**src/rtl/demux_pkg.sv**
```systemverilog
// Shared constants for the demux_reg block.
package demux_pkg;

    localparam int unsigned DROP_CNT_WIDTH = 16;
    localparam logic [DROP_CNT_WIDTH-1:0] DROP_CNT_MAX = 16'hFFFF;

endpackage

```
**src/rtl/demux_reg_if.sv**
```systemverilog
// Handshake bundle for demux_reg: one producer side, N_OUTS consumer sides.
interface demux_reg_if #(
    parameter int unsigned WIDTH  = 32,
    parameter int unsigned N_OUTS = 4
);
    localparam int unsigned SEL_WIDTH = $clog2(N_OUTS);

    logic                             in_valid;
    logic                             in_ready;
    logic [SEL_WIDTH-1:0]             in_sel;
    logic [WIDTH-1:0]                 in_data;
    logic [N_OUTS-1:0]                out_valid;
    logic [N_OUTS-1:0]                out_ready;
    logic [N_OUTS-1:0][WIDTH-1:0]     out_data;

    // Driven by the producer/consumers around the demux.
    modport master (
        output in_valid, in_sel, in_data, out_ready,
        input  in_ready, out_valid, out_data
    );

    // Used by the demux itself.
    modport slave (
        input  in_valid, in_sel, in_data, out_ready,
        output in_ready, out_valid, out_data
    );

endinterface

```
**src/rtl/sel_decode.sv**
```systemverilog
// Binary-to-one-hot select decoder; indices >= N_OUTS decode to all zeros.
module sel_decode #(
    parameter int unsigned N_OUTS    = 4,
    parameter int unsigned SEL_WIDTH = $clog2(N_OUTS)
) (
    input  logic [SEL_WIDTH-1:0] sel,
    output logic [N_OUTS-1:0]    en
);

    // One-hot decode of sel.
    always_comb begin
        en = '0;
        for (int unsigned i = 0; i < N_OUTS; i++) begin
            if (sel == SEL_WIDTH'(i)) begin
                en[i] = 1'b1;
            end
        end
    end

endmodule

```
**src/rtl/demux_reg.sv**
```systemverilog
// Registered 1-to-N demultiplexer with per-port one-entry slots.
// Optional feature: define DEMUX_REG_STATS_EN to add the saturating drop_cnt
// output counting accepted out-of-range transactions.
module demux_reg
    import demux_pkg::*;
#(
    parameter int unsigned WIDTH  = 32,
    parameter int unsigned N_OUTS = 4
) (
    input  logic                      clk,
    input  logic                      rst,
    demux_reg_if.slave                bus
`ifdef DEMUX_REG_STATS_EN
    ,
    output logic [DROP_CNT_WIDTH-1:0] drop_cnt
`endif
);

    localparam int unsigned SEL_WIDTH = $clog2(N_OUTS);

    logic [N_OUTS-1:0] en;
    logic              accept;

    sel_decode #(
        .N_OUTS    (N_OUTS),
        .SEL_WIDTH (SEL_WIDTH)
    ) u_sel_decode (
        .sel (bus.in_sel),
        .en  (en)
    );

    // Out-of-range selects are always accepted (and discarded); otherwise the
    // target slot must be empty or draining this cycle.
    assign bus.in_ready = (en == '0) ? 1'b1 : |(en & (~bus.out_valid | bus.out_ready));
    assign accept       = bus.in_valid & bus.in_ready;

    for (genvar i = 0; i < N_OUTS; i++) begin : g_slot
        logic             full_q;
        logic [WIDTH-1:0] data_q;
        logic             load;
        logic             drain;

        assign load  = accept & en[i];
        assign drain = full_q & bus.out_ready[i];

        // Slot state: a load wins over a same-cycle drain, keeping the slot full.
        always_ff @(posedge clk) begin
            if (rst) begin
                full_q <= 1'b0;
                data_q <= '0;
            end else begin
                full_q <= load | (full_q & ~drain);
                if (load) begin
                    data_q <= bus.in_data;
                end
            end
        end

        assign bus.out_valid[i] = full_q;
        assign bus.out_data[i]  = data_q;
    end

`ifdef DEMUX_REG_STATS_EN
    logic [DROP_CNT_WIDTH-1:0] drop_cnt_q;

    // Saturating count of accepted transactions whose select hit no port.
    always_ff @(posedge clk) begin
        if (rst) begin
            drop_cnt_q <= '0;
        end else if (accept && (en == '0) && (drop_cnt_q != DROP_CNT_MAX)) begin
            drop_cnt_q <= drop_cnt_q + 16'd1;
        end
    end

    assign drop_cnt = drop_cnt_q;
`endif

endmodule

```
**src/flat_wrapper.sv**
```systemverilog
// flat-port wrapper written by rule: the top's interface ports become plain ports
module demux_reg_flat import demux_pkg::*;
#(
    parameter int unsigned WIDTH  = 32,
    parameter int unsigned N_OUTS = 4
)
  (clk, rst, bus_in_valid, bus_in_sel, bus_in_data, bus_out_ready, bus_in_ready, bus_out_valid, bus_out_data);
  demux_reg_if #(.WIDTH(WIDTH), .N_OUTS(N_OUTS)) bus_i ();
  input  logic clk;
  input  logic rst;
  input wire logic [$bits(bus_i.in_valid)-1:0] bus_in_valid;
  input wire logic [$bits(bus_i.in_sel)-1:0] bus_in_sel;
  input wire logic [$bits(bus_i.in_data)-1:0] bus_in_data;
  input wire logic [$bits(bus_i.out_ready)-1:0] bus_out_ready;
  output wire logic [$bits(bus_i.in_ready)-1:0] bus_in_ready;
  output wire logic [$bits(bus_i.out_valid)-1:0] bus_out_valid;
  output wire logic [$bits(bus_i.out_data)-1:0] bus_out_data;
  assign bus_i.in_valid = bus_in_valid;
  assign bus_i.in_sel = bus_in_sel;
  assign bus_i.in_data = bus_in_data;
  assign bus_i.out_ready = bus_out_ready;
  assign bus_in_ready = bus_i.in_ready;
  assign bus_out_valid = bus_i.out_valid;
  assign bus_out_data = bus_i.out_data;
  demux_reg #(.WIDTH(WIDTH), .N_OUTS(N_OUTS)) u_core (.clk(clk), .rst(rst), .bus(bus_i));
endmodule
```
**config.mk**
```make
export PLATFORM = sky130hd
export DESIGN_NAME = demux_reg_flat
export DESIGN_NICKNAME = d
export VERILOG_FILES = /design/src/rtl/demux_pkg.sv /design/src/rtl/demux_reg_if.sv /design/src/rtl/sel_decode.sv /design/src/rtl/demux_reg.sv /design/src/flat_wrapper.sv
export SDC_FILE = /design/constraint.sdc
export NUM_CORES = 1
export LEC_CHECK = 0
export CAP_MARGIN = 15
export CORE_ASPECT_RATIO = 0.5
export CORE_UTILIZATION = 41
export DETAILED_ROUTE_END_ITERATION = 10
export PLACE_DENSITY = 0.81
export RECOVER_POWER = 25
export SLEW_MARGIN = 30
export SYNTH_ARGS = -nofsm -noshare
export SYNTH_HDL_FRONTEND = slang
export SYNTH_SLANG_ARGS = --single-unit
```
**constraint.sdc**
```tcl
create_clock -name clk -period 1.1 [get_ports clk]
set_clock_uncertainty 0.05 [all_clocks]
set_input_delay 0.22 -clock clk [delete_from_list [all_inputs] [get_ports clk]]
set_output_delay 0.22 -clock clk [all_outputs]
set_load 0.01 [all_outputs]
```
==> results of run 1 <==
## power by group
group	internal, mW	switching, mW
Clock	3.16	2.23
Combinational	0.993	0.690
Sequential	4.98	0.135
## Yosys cell counts
| cell | instances | area (µm²) |
|---|---|---|
| nand2b_1 | 164 | 1030 |
| buf_6 | 3 | 33.8 |
| nand4_2 | 1 | 12.5 |
| a21oi_1 | 4 | 20.0 |
| or3_1 | 1 | 6.26 |
| nand3b_1 | 1 | 7.51 |
| clkbuf_1 | 18 | 67.6 |
| dfxtp_1 | 132 | 2640 |
| nor3_2 | 1 | 10.0 |
| mux2i_1 | 128 | 1280 |
| mux4_2 | 1 | 22.5 |
| nand2_1 | 1 | 3.75 |
| buf_2 | 8 | 40.0 |
| nand3_2 | 1 | 10.0 |
| nor2b_1 | 2 | 12.5 |
| buf_4 | 7 | 52.6 |
## logic make-up after synthesis
group	Yosys count	synth area share, %
AOI/OAI and AO/OA	4	0.381
buffers and inverters	36	3.69
DFF	132	50.3
muxes	129	24.8
and+or+nand+nor	172	20.7
## registers in the layout, indices dropped and copies added, names as in the netlist
register	count
u_core.g_slot.data_q	128
u_core.g_slot.full_q	4
## metrics by stage
step,instances,area (µm²),hold WS (ps)
6_report,941,9350,233
5_1_grt,941,9350,243
4_1_cts,896,8900,209
3_5_place_dp,836,7560,413
3_3_place_gp,836,7560,406
2_1_floorplan,473,5300,368
## worst max-delay path by stage
stage,startpoint,to,slack [ps],depth (start not counted)
global placement,bus_out_ready[2],bus_in_ready,-890,4
CTS,u_core.g_slot[2].full_q$_SDFF_PP0_,bus_in_ready,-580,3
detailed placement,bus_out_ready[2],bus_in_ready,-920,4
finish,u_core.g_slot[3].full_q$_SDFF_PP0_,bus_in_ready,-720,3
global route,u_core.g_slot[3].full_q$_SDFF_PP0_,bus_in_ready,-750,3
floorplan,u_core.g_slot[3].full_q$_SDFF_PP0_,bus_in_ready,-60,2
## timing repair
action / CTS / global route
setup buffers: 21 / 47
hold buffers: 0 / 0
setup endpoints to repair: 265 / 265
cloned: 7 / 4
hold endpoints to repair: 0 / 0
resized for setup: 826 / 25
pin swaps: 4 / 1
## area by class of cell
class	instances	area [µm²]	share of cell area, %
Clock inverter	13	111	1.19
Timing Repair Buffer	307	3250	34.8
Clock buffer	19	443	4.74
Sequential cell	132	2810	30.1
Multi-Input combinational cell	305	2520	27.0
Tap cell	165	206	2.21
## routing by layer
metal	part of all wire (%)	up-vias	track usage, %
li1	-	2144	-
met1	43	2330	28.9
met2	49	200	45.8
met3	4.5	62	5.10
met4	3.8	0	10.8
met5	0	-	0
## critical path, stage by stage, from the launching register on
cell and delay (ps):
dfxtp_2 340, nand2b_1 130, mux4_2 530, buf_6 140
==> metrics.txt, run 1 <==
most common cell after layout, fill and taps aside=nand2b_1; most frequent cells in the layout=nand2b_1 (162), buf_6 (143), dfxtp_2 (130), mux2i_1 (118), buf_4 (103); final worst path period share=166%; vias in the first global route=about 4600; register area share after synthesis=roughly half; status=finished with violations; Synth Net Count=about 500; Synthesis Warnings=0; Place WS=-917 ps; Initial DRC Count=between 300 and 400; Final nets=approximately 800; detail-routed via count per cell=roughly 5.0; Hold Path Stages=3; final setup vio count=around 270; reg-to-reg setup timing slack=-490 ps; worst min-delay path class=in -> reg; FF-to-FF Start=u_core.g_slot[2].full_q$_SDFF_PP0_; Slew @ Worst Pin=293 ps; detailed-route via count=4736; Worst-path clk slew=roughly 60 ps; setup repair after global routing missed its margin=true; R2R cell count=6; slack of the critical path=-721 ps; width of the die=162 µm; mean area per synthesized cell=between 10 and 15 µm²; I/O pin cnt=between 150 and 200; crit path DAT=around 1600 ps; Max rail drop VDD=approximately 0.0011 V; clk_lat worst skew=~400 ps; DRT Pass-1 Iters=4; CP required=830 ps; initial antenna violation count=0; Root Driver=clkbuf_16; ant diodes=0; post-synth cell types=16; setup_tns=-41310 ps; clock sink count=around 130; Die ar.=13300 µm²; failing checks=setup timing; Fmax achieved=0.549 GHz; DRC=0; CTS max path bufs=2; mapped cell area=between 5000 and 6000 µm²; H-tree levels=4; DR WL/cell=about 21 µm; P_leak=4.47 nW; Die H=between 80 and 90 µm; initial core utilization=between 40% and 50%; Tot Pwr=about 12 mW; share of cells above drive strength 1=around three fifths; Crit Path Category=reg -> out; pwr dens=~1300 nW/µm²; Pins Over Slew Limit=0; MaxCap Viol Count=0; Post-Syn Instances=473; IO buf count=roughly 170; HP Start=rst; final WL=~20000 µm; DP HPWL=9000 µm; first-pass GRT wire length=25100 µm; crit-path max FO=2; placer congestion estimate=0.793; # rows=28; largest net degree at the start of global routing=50; final hold violations=0; Core Box Area=~12000 µm²; register bit count reported by yosys=between 100 and 150; CTS tree=done; crit path time final=~1800 ps; CP endpoint kind=output port; final core utilization=76.9%; All-Layer GR Usage=25.0%; area delta synth->final=78.1%; grt ovf=0; Detail Route Antenna Nets=0; hold endpoint=u_core.g_slot[1].full_q$_SDFF_PP0_; Slew headroom=80.4%; CP Launch Type=flip-flop; Filler Cell Count=roughly 740; cts bufs inserted=17; Crit Reg-Reg Endpoint=u_core.g_slot[2].data_q[30]$_SDFFE_PP0P_
Power figures use the tool's default switching activity.
==> run 2: changes to the inputs <==
--- a/config.mk
+++ b/config.mk
@@ -7,9 +7,9 @@
 export LEC_CHECK = 0
 export CAP_MARGIN = 15
 export CORE_ASPECT_RATIO = 0.5
-export CORE_UTILIZATION = 41
+export CORE_UTILIZATION = 49
 export DETAILED_ROUTE_END_ITERATION = 10
-export PLACE_DENSITY = 0.81
+export PLACE_DENSITY = 0.9
 export RECOVER_POWER = 25
 export SLEW_MARGIN = 30
 export SYNTH_ARGS = -nofsm -noshare
==> constraint.sdc (replaced) <==
create_clock -name clk -period 2.1 [get_ports clk]
set_clock_uncertainty 0.05 [all_clocks]
set_input_delay 0.42 -clock clk [delete_from_list [all_inputs] [get_ports clk]]
set_output_delay 0.42 -clock clk [all_outputs]
set_load 0.01 [all_outputs]
==> run 2 against run 1 <==
The run now ends clean. Combinational power fell by 63%. First-iteration DRC count shrank 60%. Register-to-register slack improved by 960 ps. Clock-buffer cell count rose by 2. Wire length is 35% lower. Critical path depth is 1 higher. Design area decreased by 17%. Core utilization is 1.9 points lower. Final cell count shrank 15%. Sequential power is 48% lower. Critical endpoint unchanged. Largest cell class is now sequential cells. Largest power group unchanged.
==> metrics.txt, run 2 (same netlist as run 1, synthesis figures left out) <==
cts bufs inserted=17 (unchanged); placer congestion estimate=0.725 (-8.6%); Slew @ Worst Pin=747 ps (+454 ps); CTS max path bufs=2 (unchanged); I/O pin cnt=174 (unchanged); Die H=75.2 µm (-8.3%); first-pass GRT wire length=19700 µm (-21%); FF-to-FF Start=u_core.g_slot[1].full_q$_SDFF_PP0_; hold buffers post-CTS=0 (unchanged); max reg flops=128 (unchanged); setup repair after global routing missed its margin=false; final setup vio count=0 (-100%); worst min-delay path class=reg -> reg; crit-path max FO=2 (unchanged); # rows=26 (-7.1%); setup_tns=0 ps (+41310 ps); sequential share of power=41.0% (-1.0 points); Fmax achieved=0.481 GHz; ant diodes=0 (unchanged); initial antenna violation count=0 (unchanged); Initial DRC Count=130 (-60%); Pins Over Slew Limit=0 (unchanged); Combinational Power Share=9.6% (-4.2 points); DP HPWL=8460 µm (-6.1%); share of cells above drive strength 1=7.31% (-51 points); crit path time final=~2100 ps; detail-routed via count per cell=4.85 (-3.6%); Die ar.=11200 µm² (-16%); Slew headroom=50.2% (-30 points); Final nets=685 (-15%); pwr dens=834 nW/µm² (-36%); largest reg by FF count=u_core.g_slot.data_q; hold endpoint=u_core.g_slot[0].data_q[10]$_SDFFE_PP0P_; dpl cell area=7150 µm² (-5.4%); H-tree levels=4 (unchanged); most frequent cells in the layout=clkdlybuf4s50_1 (171), nand2b_1 (164), dfxtp_1 (132), mux2i_1 (128), clkbuf_16 (17); routed wl met2=6530 µm (-32%); crit path DAT=1610 ps (+60 ps); width of the die=148 µm (-8.4%); R2R cell count=5 (-1); Top Layer Used=met4; Crit Reg-Reg Endpoint=u_core.g_slot[1].data_q[21]$_SDFFE_PP0P_; DR WL/cell=16.1 µm (-23%); Hold Path Stages=2 (-1); vias in the first global route=3901 (-15%); Design Area, Final=7730 µm² (-17%); Detail Route Antenna Nets=0 (unchanged); clk_lat worst skew=400 ps (about the same); grt ovf=0 (unchanged); WL met3=479 µm (-46%); DRC=0 (unchanged); clock share of power=49.4% (+5.2 points); Finished Layout Cells=797 (-15%); CP endpoint kind=output port; CP Launch Point=bus_out_ready[2]; CP required=1630 ps (+800 ps); worst-path cell chain=clkdlybuf4s50_1 > nand2b_1 > mux4_2 > buf_2; Root Driver=clkbuf_16; Pint=5.04 mW (-45%); final hold violations=0 (unchanged); Max rail drop VDD=0.000557 V (-49%); M1 wire length=5630 µm (-33%); status=finished clean; area delta synth->final=47.4%; Resize count post-CTS=4 (-99.5%); HP Start=u_core.g_slot[0].data_q[10]$_SDFFE_PP0P_; final WL=12800 µm (-35%); MaxCap Viol Count=0 (unchanged); clock sink count=132 (unchanged); Sw Share=21.8% (-3.2 points); most common cell after layout, fill and taps aside=clkdlybuf4s50_1; Cell Count Post-Placement=765 (-8.5%); postcts setup bufs=0 (-100%); Worst-path clk slew=50 ps (about the same); P_leak=3.30 nW (-26%); CTS tree=done; Psw=1.41 mW (-54%); critical path's slowest cell=mux4_2; Core Box Area=10300 µm² (-15%); detailed-route via count=3865 (-18%); initial core utilization=50.9% (+7.7 points); DRT Pass-1 Iters=4 (unchanged); All-Layer GR Usage=23.1% (-1.9 points); IO buf count=173 (unchanged); slowest cell delay on critical path=440 ps (-90 ps); CP Launch Type=primary input; reg-to-reg setup timing slack=470 ps (+960 ps); final worst path period share=a little under 100%; largest net degree at the start of global routing=50 (unchanged); Crit Path Category=in -> out; Filler Cell Count=702 (-4.5%); Regs by FF count=u_core.g_slot.data_q x128, u_core.g_slot.full_q x4
run 2: cell count changes in the layout (fill, tap and decap cells not counted), moves of 5 or more:
cell and delta:
buf_6 -143, clkdlybuf4s50_1 +135, dfxtp_1 +132, dfxtp_2 -130, buf_4 -97, mux2i_1 +10, mux2i_2 -9, buf_12 -8
clkinv_2 -6, buf_16 -5
run 2: layout make-up:
| cell class | count | area (µm²) | share of cell area [%] |
|---|---|---|---|
| sequential | 132 | 2640 | 34.2 |
| multi-input combinational | 305 | 2410 | 31.2 |
| timing repair buffer | 188 | 1860 | 24.0 |
| clock buffer | 21 | 470 | 6.08 |
| clock inverter | 11 | 175 | 2.26 |
| tap | 140 | 175 | 2.26 |
run 2: worst max-delay path, delay by kind of cell:
family	cells	cell delay (ps)
buffers and inverters	2	580
AND/OR/NAND/NOR	1	170
multiplexers	1	440
run 2: power groups by stage:
stage                     clock (mW)  combinational, mW  sequential [mW]
after floorplan                    0              0.264             2.73
after global placement             0              0.618             2.69
after detailed placement           0              0.628             2.70
after CTS                       3.22              0.633             2.64
after global routing            3.35              0.657             2.65
final                           3.18              0.619             2.64
run 2: metrics by stage:
stage | setup WS, ps | hold slack, ps | total power [mW] | utilization [%]
4_1_cts | 34.1 | 425 | 6.50 | 75.6
3_5_place_dp | -311 | 415 | 3.32 | 69.4
2_1_floorplan | 548 | 423 | 3.00 | -
5_1_grt | 5.94 | 441 | 6.66 | 75.0
6_report | 19.4 | 423 | 6.45 | 75.0
3_3_place_gp | -282 | 407 | 3.31 | 69.4
run 2: per-layer routing:
metal / track usage [%] / vias up
met1: 26.1 / 1875
met5: 0 / -
met2: 43.2 / 77
met3: 5.52 / 15
li1: - / 1898
met4: 9.28 / 0
run 2: how the worst max path moves through the flow:
| stage | endpoint | depth (start not counted) |
|---|---|---|
| 6_report | bus_in_ready | 4 |
| 5_1_grt | bus_in_ready | 4 |
| 4_1_cts | bus_in_ready | 4 |
| 3_5_place_dp | bus_in_ready | 4 |
| 3_3_place_gp | bus_in_ready | 4 |
| 2_1_floorplan | bus_in_ready | 2 |
==> run 3: changes to the inputs <==
--- a/config.mk
+++ b/config.mk
@@ -7,9 +7,10 @@
 export LEC_CHECK = 0
 export CAP_MARGIN = 15
 export CORE_ASPECT_RATIO = 0.5
+export CORE_MARGIN = 8
 export CORE_UTILIZATION = 49
 export DETAILED_ROUTE_END_ITERATION = 10
-export PLACE_DENSITY = 0.9
+export PLACE_DENSITY = 0.85
 export RECOVER_POWER = 25
 export SLEW_MARGIN = 30
 export SYNTH_ARGS = -nofsm -noshare
==> run 3 against run 2 <==
Via count decreased by 0.72%. Final cell count did not move. Die area increased by 30%. Critical path type unchanged. Highest routed layer unchanged.
==> metrics.txt, run 3 (same netlist as run 1, synthesis figures left out) <==
most frequent cells in the layout=clkdlybuf4s50_1 (170), nand2b_1 (163), dfxtp_1 (132), mux2i_1 (128), clkbuf_16 (17); initial antenna violation count=0 (unchanged); P_leak=3.35 nW (+1.7%); cts bufs inserted=17 (unchanged); final worst path period share=98.6% (-0.45 points); CP endpoint kind=output port; detailed-route via count=3837 (-0.72%); vias in the first global route=4147 (+6.3%); Final Hold Slack=419 ps (-3.78 ps); I/O pin cnt=174 (unchanged); placer congestion estimate=0.785 (+8.2%); Fmax achieved=0.483 GHz (+0.46%); Combinational Power Share=9.4% (-0.2 points); R2R cell count=5 (unchanged); first-pass GRT wire length=22000 µm (+11%); # rows=26 (unchanged); width of the die=162 µm (+9.4%); CP Launch Type=primary input; Design Area, Final=7810 µm² (+0.92%); max reg flops=128 (unchanged); ant diodes=0 (unchanged); H-tree levels=4 (unchanged); largest reg by FF count=u_core.g_slot.data_q; DRT Pass-1 Iters=4 (unchanged); Pins Over Slew Limit=0 (unchanged); Psw=1.42 mW (+0.66%); status=finished clean; Crit Reg-Reg Endpoint=u_core.g_slot[3].data_q[30]$_SDFFE_PP0P_; All-Layer GR Usage=19.3% (-3.8 points); Crit Path Category=in -> out; critical path's slowest cell=mux4_2; worst-path cell chain=clkdlybuf4s50_1 > nand2b_1 > mux4_2 > buf_2; Final nets=685 (unchanged); setup repair after global routing missed its margin=false; MaxCap Viol Count=0 (unchanged); Die ar.=14500 µm² (+30%); clk_lat worst skew=400 ps (about the same); hold endpoint=u_core.g_slot[2].full_q$_SDFF_PP0_; initial core utilization=50.9% (unchanged); clock share of power=51.0% (+1.6 points); grt ovf=0 (unchanged); Worst-path clk slew=60 ps (about the same); crit path time final=2070 ps (-9.53 ps); dpl cell area=7160 µm² (+0.12%); most common cell after layout, fill and taps aside=clkdlybuf4s50_1; Max rail drop VDD=0.000698 V (+25%); Root Driver=clkbuf_16; detail-routed via count per cell=4.81 (-0.72%); pwr dens=854 nW/µm² (+2.5%); final WL=13800 µm (+7.9%); clock sink count=132 (unchanged); Core Box Area=10300 µm² (unchanged); sequential share of power=39.6% (-1.4 points); Detail Route Antenna Nets=0 (unchanged); DR WL/cell=17.3 µm (+7.9%); CTS tree=done; Die H=89.2 µm (+19%); IO buf count=173 (unchanged); Regs by FF count=u_core.g_slot.data_q x128, u_core.g_slot.full_q x4; Filler Cell Count=716 (+2.0%); slowest cell delay on critical path=450 ps (about the same); HP Start=bus_out_ready[2]; Slew @ Worst Pin=965 ps (+218 ps); Sw Share=21.3% (-0.59 points); area delta synth->final=48.7%; Slew headroom=35.7% (-15 points); largest net degree at the start of global routing=68 (+36%); DP HPWL=9340 µm (+10%); DRC=0 (unchanged); Hold Path Stages=4 (+2); final core utilization=75.7% (+0.69 points); reg-to-reg setup timing slack=260 ps (-210 ps); final hold violations=0 (unchanged); crit-path max FO=2 (unchanged); Pint=5.25 mW (+4.2%); FF-to-FF Start=u_core.g_slot[3].full_q$_SDFF_PP0_; final setup vio count=0 (unchanged); crit path DAT=1600 ps (about the same); share of cells above drive strength 1=7.46% (+0.15 points); Initial DRC Count=157 (+21%); worst min-delay path class=in -> reg; CTS max path bufs=2 (unchanged); CP required=1630 ps (about the same)
==> run 3: stage by stage <==
step | TNS (ps) | power, mW | setup slack (ps) | std cells
after global placement | -286 | 3.32 | -286 | 765
after floorplan | 0 | 3.00 | 548 | 473
after detailed placement | -315 | 3.33 | -315 | 765
final | 0 | 6.67 | 28.9 | 797
after global routing | 0 | 6.92 | 0.877 | 797
after CTS | 0 | 6.74 | 30.0 | 797
==> run 3: worst max path at each step <==
stage | start | to
2_1_floorplan | bus_out_ready[3] | bus_in_ready
3_3_place_gp | bus_out_ready[2] | bus_in_ready
3_5_place_dp | bus_out_ready[2] | bus_in_ready
4_1_cts | bus_out_ready[2] | bus_in_ready
5_1_grt | bus_out_ready[1] | bus_in_ready
6_report | bus_out_ready[1] | bus_in_ready
==> run 3: layout make-up <==
class / instances / area, µm² / share of cell area [%]
repair buffers: 188 / 1870 / 24.0
clock inverters: 12 / 225 / 2.89
multi-input cells: 305 / 2430 / 31.2
clock buffers: 20 / 457 / 5.85
well taps: 140 / 175 / 2.24
flip-flops and latches: 132 / 2640 / 33.9
==> run 3: worst max-delay path: cells and delay by family <==
family	cells	cell delay, ps
buffers and inverters	2	550
multiplexers	1	450
AND/OR/NAND/NOR	1	180
==> run 3: power groups by stage <==
stage	registers, mW	logic (mW)	clock network, mW
floorplan	2.73	0.264	0
CTS	2.64	0.643	3.45
global placement	2.69	0.630	0
finish	2.64	0.627	3.40
global route	2.65	0.671	3.59
detailed placement	2.70	0.637	0
==> run 3: routing by layer <==
metal  global-route usage, %  vias to the layer above  wire, µm
met5                       0                        -         0
met4                    7.76                        0       235
met3                    5.33                       18       604
met2                    35.0                       84      7000
met1                    21.5                     1829      5960
li1                        -                     1906         -
==> run 3: timing repair <==
| item | in CTS | in global routing |
|---|---|---|
| setup endpoints to repair | 1 | 1 |
| gates cloned | 0 | 0 |
| gates resized for setup | 4 | 2 |
| pin swaps | 0 | 0 |
| setup buffers | 0 | 0 |
| hold buffers | 0 | 0 |
==> edit (settings of run 1) <==
`WIDTH` is set to 32 in 3 places; all go to 48.
--- a/src/rtl/demux_reg_if.sv
+++ b/src/rtl/demux_reg_if.sv
@@ -1,6 +1,6 @@
 // Handshake bundle for demux_reg: one producer side, N_OUTS consumer sides.
 interface demux_reg_if #(
-    parameter int unsigned WIDTH  = 32,
+    parameter int unsigned WIDTH  = 48,
     parameter int unsigned N_OUTS = 4
 );
     localparam int unsigned SEL_WIDTH = $clog2(N_OUTS);
--- a/src/rtl/demux_reg.sv
+++ b/src/rtl/demux_reg.sv
@@ -4,7 +4,7 @@
 module demux_reg
     import demux_pkg::*;
 #(
-    parameter int unsigned WIDTH  = 32,
+    parameter int unsigned WIDTH  = 48,
     parameter int unsigned N_OUTS = 4
 ) (
     input  logic                      clk,
--- a/src/flat_wrapper.sv
+++ b/src/flat_wrapper.sv
@@ -1,7 +1,7 @@
 // flat-port wrapper written by rule: the top's interface ports become plain ports
 module demux_reg_flat import demux_pkg::*;
 #(
-    parameter int unsigned WIDTH  = 32,
+    parameter int unsigned WIDTH  = 48,
     parameter int unsigned N_OUTS = 4
 )
   (clk, rst, bus_in_valid, bus_in_sel, bus_in_data, bus_out_ready, bus_in_ready, bus_out_valid, bus_out_data);
Interface: changed (resized bus_in_data and bus_out_data); port bits go from 174 to 254. No check against the original RTL was run, so the function may have changed too.
==> edit against run 1 <==
- fmax is 3.8% higher
- synthesized area is 48% higher
- wire length is 39% higher
- non-clock buffer count is 148 higher
- combinational power is 46% higher
- critical path type unchanged
- the flow still finishes with violations (negative setup slack)
- power is 32% higher
- cell area is 45% higher
- via count is 43% higher
- worst setup slack better by 0.067 ns
- sequential share of layout area is 0.69 points higher
- synthesized cell count is 48% higher
- sequential cell count is 64 higher
- die area is 47% higher
==> edit: results (changes against run 1) <==
Sequential-to-total area share from yosys stat - 0.506 (+0.00300)
Status - finished with violations
Setup total negative slack - -61.70 ns (-20.39 ns)
# Post-CTS Setup Buffers - 44 (+110%)
Post-CTS resize count - 1250 (+51%)
Filler Cells Inserted - 1152 (+57%)
Largest registers ranked by flip-flop count - u_core.g_slot.data_q (192), u_core.g_slot.full_q (4)
Wire length of the first global-routing pass - 38.3 mm (+53%)
Worst r2r dst - u_core.g_slot[0].data_q[39]$_SDFFE_PP0P_
Startpoint of the lowest-slack register-to-register path - u_core.g_slot[0].full_q$_SDFF_PP0_
Violation count after the first detailed-routing iteration - 262 (-20%)
Synthesized netlist net count - 755 (+47%)
M2 GR Usage - 0.453 (-0.00443)
Post-synthesis compound-gate area fraction - 0.00258 (-0.00123)
Layout cell share with drive strength beyond 1 - 0.572 (-0.0104)
WL met3 - 1.03 mm (+17%)
Violations in the final reports - negative setup slack
Number of nets at the end of the flow - 1177 (+46%)
Multiplexer share of the synthesized area - 0.251 (+0.00258)
Vias in the first global route - 6910 (+51%)
Worst-case setup margin in the final layout - -0.654 ns (+0.0667 ns)
Min-Delay Endpoint - u_core.g_slot[0].full_q$_SDFF_PP0_
Static leakage - 6.50 nW (+45%)
Maximum number of pins on one net before global-route repair - 57 (+14%)
Post-detailed-route via-to-cell ratio - 4.86 (-3.5%)
CP startpoint - u_core.g_slot[1].full_q$_SDFF_PP0_
Post-Route M1 WL - 11.4 mm (+35%)
Biggest area contributors in the synthesized netlist - dfxtp_1, mux2i_1, nand2b_1
Syn Inst Count - 698 (+48%)
Met2 wire length - 13.6 mm (+41%)
Detailed Place HPWL - 15.4 mm (+71%)
Most numerous cell types in the synthesized netlist - nand2b_1, dfxtp_1, mux2i_1, clkbuf_1, buf_2
DP Cell Count - 1262 (+51%)
GR Layer Usage met3 - 0.0509 (-0.000145)
GR Util All Layers - 0.257 (+0.00686)
Placer Congestion - 0.822 (+3.6%)
Setup violators final - 393 (+48%)
[edit: changes by cell type after synthesis, moves of 7 or more]
cell	change
mux2i_1	+64
clkbuf_1	+8
dfxtp_1	+64
nand2b_1	+80
buf_2	+7
[edit: final cells by class]
type	instances	area share
flip-flops and latches	196	0.308
well taps	259	0.0239
multi-input cells	450	0.270
repair buffers	455	0.358
clock buffers	19	0.0327
clock inverters	11	0.00766
[edit: logic make-up after synthesis]
| family | after synthesis |
|---|---|
| DFF | 196 |
| AOI/OAI and AO/OA | 4 |
| and+or+nand+nor | 253 |
| muxes | 193 |
| buffers and inverters | 52 |
[edit: worst register-to-register path, stage by stage (launching register included)]
cell      delay [ns]
dfxtp_4         0.37
nand2b_4        0.06
buf_6           0.11
buf_6           0.11
nand3b_1        0.20
buf_6           0.20
buf_8           0.15
mux2i_1         0.25
[edit: where the power goes]
group | internal, mW | switching, mW
clock network | 3.18 | 2.84
logic | 1.48 | 0.982
registers | 7.39 | 0.199
total | 12.1 | 4.02
